<file path="config.mk">
export PLATFORM = sky130hd
export DESIGN_NAME = svd_seq_mxn
export DESIGN_NICKNAME = d
export VERILOG_FILES = /design/src/rtl/svd_seq_mxn.sv
export SDC_FILE = /design/constraint.sdc
export NUM_CORES = 1
export LEC_CHECK = 0
export BUFFER_PORTS_ARGS = -buffer_cell sky130_fd_sc_hd__buf_2
export CAP_MARGIN = 40
export CORE_UTILIZATION = 30
export DETAILED_ROUTE_END_ITERATION = 16
export MAX_ROUTING_LAYER = met4
export PLACE_DENSITY_LB_ADDON = 0.1
export SYNTH_ARGS = -nofsm -noshare
export SYNTH_HDL_FRONTEND = slang
export SYNTH_SLANG_ARGS = --single-unit
</file>
<file path="constraint.sdc">
create_clock -name clk -period 3.43 [get_ports clk]
set_clock_uncertainty 0.2 [all_clocks]
set_input_delay 0.686 -clock clk [delete_from_list [all_inputs] [get_ports clk]]
set_output_delay 0.686 -clock clk [all_outputs]
set_load 0.03 [all_outputs]
</file>
<file path="src/rtl/svd_seq_mxn.sv">
// Jacobi/CORDIC SVD sequencer for 2^ROW_AW x 2^COL_AW matrices.
// Define SVD_SEQ_EARLY_EXIT_EN to stop once a whole sweep rotates small.
module svd_seq_mxn #(
  parameter int ROW_AW     = 3,
  parameter int COL_AW     = 2,
  parameter int N_SWEEP    = 6,
  parameter int CORDIC_LAT = 16
) (
  input  logic              clk,
  input  logic              rst_n,
  input  logic              start,
  input  logic              in_valid,
  output logic              in_ready,
  input  logic              out_ready,
  output logic              out_valid,
  input  logic              rot_small,
  output logic [COL_AW-1:0] col_idx,
  output logic [COL_AW-1:0] col_p,
  output logic [COL_AW-1:0] col_q,
  output logic              ce_rot,
  output logic              we_a,
  output logic              we_v,
  output logic              clr_v,
  output logic              busy,
  output logic [3:0]        sweep_cnt,
  output logic              done
);

  if (ROW_AW < 1 || COL_AW < 1 ||
      N_SWEEP < 1 || N_SWEEP > 15 ||
      CORDIC_LAT < 1 || CORDIC_LAT > 255)
  begin : g_bad_cfg
    $error("svd_seq_mxn: parameter out of range");
  end

  typedef enum logic [2:0] {
    S_IDLE,
    S_LOAD,
    S_ROT,
    S_WAIT,
    S_WB,
    S_UNLOAD
  } state_t;

  localparam logic [COL_AW-1:0] C_LAST = '1;
  localparam logic [COL_AW-1:0] C_ONE  = COL_AW'(1);
  localparam logic [7:0]        C_LAT  = 8'(CORDIC_LAT - 1);
  localparam logic [3:0]        C_NSW  = 4'(N_SWEEP);

  state_t            r_state, w_state;
  logic [COL_AW-1:0] r_col, w_col;
  logic [COL_AW-1:0] r_p, w_p;
  logic [COL_AW-1:0] r_q, w_q;
  logic [3:0]        r_sweep, w_sweep;
  logic [7:0]        r_cnt, w_cnt;
  logic              r_done, w_done;
  logic              w_last_pair;
  logic              w_exit;

  assign w_last_pair = (r_q == C_LAST) &&
                       (r_p == C_LAST - C_ONE);

`ifdef SVD_SEQ_EARLY_EXIT_EN
  logic r_small;

  // Re-armed while loading and at every sweep boundary.
  always_ff @(posedge clk or negedge rst_n) begin
    if (!rst_n) begin
      r_small <= 1'b0;
    end else if (r_state == S_LOAD) begin
      r_small <= 1'b1;
    end else if (r_state == S_WB) begin
      r_small <= w_last_pair ? 1'b1 : (r_small & rot_small);
    end
  end

  assign w_exit = r_small & rot_small;
`else
  assign w_exit = rot_small & 1'b0;
`endif

  always_ff @(posedge clk or negedge rst_n) begin
    if (!rst_n) begin
      r_state <= S_IDLE;
      r_col   <= '0;
      r_p     <= '0;
      r_q     <= '0;
      r_sweep <= '0;
      r_cnt   <= '0;
      r_done  <= 1'b0;
    end else begin
      r_state <= w_state;
      r_col   <= w_col;
      r_p     <= w_p;
      r_q     <= w_q;
      r_sweep <= w_sweep;
      r_cnt   <= w_cnt;
      r_done  <= w_done;
    end
  end

  always_comb begin
    w_state = r_state;
    w_col   = r_col;
    w_p     = r_p;
    w_q     = r_q;
    w_sweep = r_sweep;
    w_cnt   = r_cnt;
    w_done  = 1'b0;
    unique case (r_state)
      S_IDLE: begin
        if (start) begin
          w_state = S_LOAD;
          w_col   = '0;
          w_sweep = '0;
        end
      end
      S_LOAD: begin
        if (in_valid) begin
          w_col = r_col + C_ONE;
          if (r_col == C_LAST) begin
            w_state = S_ROT;
            w_col   = '0;
            w_p     = '0;
            w_q     = C_ONE;
          end
        end
      end
      S_ROT: begin
        w_cnt   = C_LAT;
        w_state = S_WAIT;
      end
      S_WAIT: begin
        if (r_cnt == '0) w_state = S_WB;
        else             w_cnt = r_cnt - 8'd1;
      end
      S_WB: begin
        w_state = S_ROT;
        if (!w_last_pair) begin
          if (r_q != C_LAST) begin
            w_q = r_q + C_ONE;
          end else begin
            w_p = r_p + C_ONE;
            w_q = r_p + C_ONE + C_ONE;
          end
        end else begin
          w_sweep = r_sweep + 4'd1;
          w_p     = '0;
          w_q     = C_ONE;
          if (w_sweep == C_NSW || w_exit) begin
            w_state = S_UNLOAD;
            w_col   = '0;
          end
        end
      end
      S_UNLOAD: begin
        if (out_ready) begin
          w_col = r_col + C_ONE;
          if (r_col == C_LAST) begin
            w_state = S_IDLE;
            w_done  = 1'b1;
          end
        end
      end
      default: w_state = S_IDLE;
    endcase
  end

  assign in_ready  = (r_state == S_LOAD);
  assign out_valid = (r_state == S_UNLOAD);
  assign ce_rot    = (r_state == S_ROT);
  assign we_v      = (r_state == S_WB);
  assign we_a      = ((r_state == S_LOAD) & in_valid) |
                     (r_state == S_WB);
  assign clr_v     = (r_state == S_IDLE) & start;
  assign busy      = (r_state != S_IDLE);
  assign col_idx   = r_col;
  assign col_p     = r_p;
  assign col_q     = r_q;
  assign sweep_cnt = r_sweep;
  assign done      = r_done;

endmodule
</file>
==> impl_metrics.csv <==
group,metric,value,unit
drt,antenna_left,0,
final_layout,nets,181,
drt,wl_per_cell,13.6,µm
floorplanning,rows,23,
yosys,synth.distinct_cells,40,
critical_path,cp.required,2.54,ns
critical_path,start_kind,"register",
critical_path,cp_max_fo,14,
clock_network,cts_made_buffers,3,
floorplanning,core-area,4120,µm²
drt,drt-initial-drc-count,79,
critical_path,critPathKind,"reg -> out",
power,ir_worst_vdd,0.136,mV
yosys,syn_area,1330,µm²
placed_design,gp_routability_congestion,0.769,
global_route,grt_pass1_wl,4890,µm
clock_network,cts_max_path_buffers,2,
clock_network,insertion_delay,0.27,ns
placed_design,dp_hpwl,2210,µm
timing,relSlewSlack,0.604,
global_route,overflow,0,
power,total_power,0.463,mW
floorplanning,fp.dieW,68.5,µm
clock_network,root_buffer,"clkbuf_8",
clock_network,htreeDepth,1,
timing,fin_crit_sh,0.742,
final_layout,drive_gt1_frac,0.214,
drt,drcViolationCount,0,
placed_design,port_buffers,22,
floorplanning,ios,24,
status,status,"complete, no violations",
final_layout,area_growth,16.7,%
power,power_density,299,nW/µm²
min_path,min_path_type,"in -> async",
timing,rsz0062_at_grt,"no",
timing,hold_viol_final,0,
drt,wirelength,2970,µm
global_route,grt_max_degree,23,
drt,vias,1122,
yosys,post_synth_inst_count,144,
job,cap_violations,0,
clock_network,cts_resized,0,
yosys,yosys_warnings,0,
clock_network,clk_pin_slew,0.08,ns
clock_network,hold_buffers,0,
timing,max_freq,393,MHz
drt,dr.pass1.iters,4,
floorplanning,start_util,0.322,
critical_path,cp-end-kind,"output port",
critical_path,cp.arrival,1.66,ns
yosys,synth_seq_cells,22,
global_route,grt_pass1_vias,1047,
yosys,synth-async-reset-ratio,1.00,
power,power.leakage,0.741,nW
timing,report.final.slew_viol_count,0,
floorplanning,dieArea,4690,µm²
timing,final.setup.tns,0,ns
final_layout,num-fill-cells,439,
yosys,synth_fp_nets,156,
yosys,synth_edf_count,0,
timing,setup-violations-final,0,
timing,fin_crit,2.54,ns
floorplanning,fp.dieH,68.5,µm
final_layout,antennaDiodeCount,0,
clock_network,cts_tree,"done",
clock_network,post_cts_buffers,0,
yosys,synth.avg_cell_area,9.21,µm²
clock_network,cts_sinks,22,
yosys,synth_flop_cell,"dfrtp_1",
timing,worst_pin_slew,0.589,ns
critical_path,rrSetupSlack,1.23,ns
drt,vias_per_cell,5.15,
yosys,seq_area_frac_synth,0.415,
global_route,grt_usage,0.145,
global_route,grt_antenna_before_repair,0,
==> path summary, 6_finish.rpt <==
check	start	end	cells after the start
min in group clk	r_cnt[4]	r_cnt[4]	1
hold reg to reg	r_cnt[4]	r_cnt[4]	1
setup reg to reg	r_cnt[0]	r_cnt[3]	6
setup / recovery	r_state[0]	ce_rot	4
max in group asynchronous	rst_n	sweep_cnt[1]	1
hold / removal	rst_n	r_cnt[7]	1
==> flip-flops by register name (all words and copies together), names as in the netlist <==
register	cells
r_cnt	8
sweep_cnt	4
r_state	3
col_idx	2
col_p	2
col_q	2
done	1
==> metrics by stage <==
step                hold WS [ns]  setup slack [ns]  utilization  cell area [µm²]  std cells
detailed placement         0.345              1.19        0.363             1490        214
finish                     0.181             0.886        0.376             1550        218
global route               0.216             0.760        0.376             1550        218
CTS                        0.209             0.889        0.376             1550        218
floorplan                  0.190              1.20            -             1330        144
global placement           0.331              1.19        0.363             1490        214
==> cells by family after synthesis <==
group           Yosys count  synth area share
simple gates             53             0.217
compound gates           35             0.182
flops                    22             0.415
buf+inv                  17            0.0500
mux                       6            0.0462
fa+ha+maj                 6            0.0566
xor+xnor                  5            0.0330
==> cell type report <==
cell class | count | area (µm²) | area share
inverter | 14 | 52.6 | 0.0340
sequential | 22 | 551 | 0.356
clock buffer | 4 | 55.1 | 0.0356
tap | 50 | 62.6 | 0.0404
timing repair buffer | 23 | 118 | 0.0760
multi-input combinational | 105 | 709 | 0.458
==> layer usage <==
layer  track usage  part of all wire
met3        0.0214             0.035
met5             -                 0
met4        0.0703             0.020
met1         0.205              0.53
met2         0.201              0.42
==> worst max-delay path, stage by stage, from the launching register on <==
cell,delay (ns)
dfrtp_1,0.53
nor2_1,0.28
nand2_1,0.17
inv_2,0.18
buf_2,0.23
==> synth_stat cells, types with 2 or more instances <==
master	n	area (µm²)
dfrtp_1	22	551
inv_1	12	45.0
nor2_1	12	45.0
a21oi_1	10	50.1
nand2_1	10	37.5
nand3_1	8	40.0
ha_1	6	75.1
a211oi_1	5	37.5
mux2i_1	5	50.1
nand2b_1	5	31.3
nor3_1	5	25.0
xnor2_1	4	35.0
a31o_2	3	26.3
a31oi_1	3	18.8
o21ai_1	3	15.0
buf_2	2	10.0
inv_2	2	7.51
nand4_1	2	12.5
nand4b_1	2	17.5
o211ai_1	2	15.0
or4_1	2	15.0
==> cells in the final DEF, fill, tap and decap left out, drive strengths merged <==
cell and n:
dfrtp 22, o2111a 1, nand2b 5, a31o 3, nand4b 2, mux2 1, o211ai 2, and3 1
o32a 1, mux2i 5, xnor2 4, nand3b 1, ha 6, a211oi 5, nand2 10, nor3b 2
xor2 1, nor3 5, buf 23, clkbuf 4, a2111oi 1, o21ai 4, a21boi 1, and4 1
nand3 8, or4 2, o22ai 1, a21oi 10, nor2 12, nand4 2, o21a 1, and3b 1
inv 14, nor4 1, o31a 1, a31oi 3, o31ai 1
==> report_power, final <==
part | switching, mW | internal (mW)
Sequential | 0 | 0.259
Combinational | 0.00720 | 0.00197
Clock | 0.0920 | 0.103
Total | 0.0992 | 0.364
(Power assumes the default switching activity.)
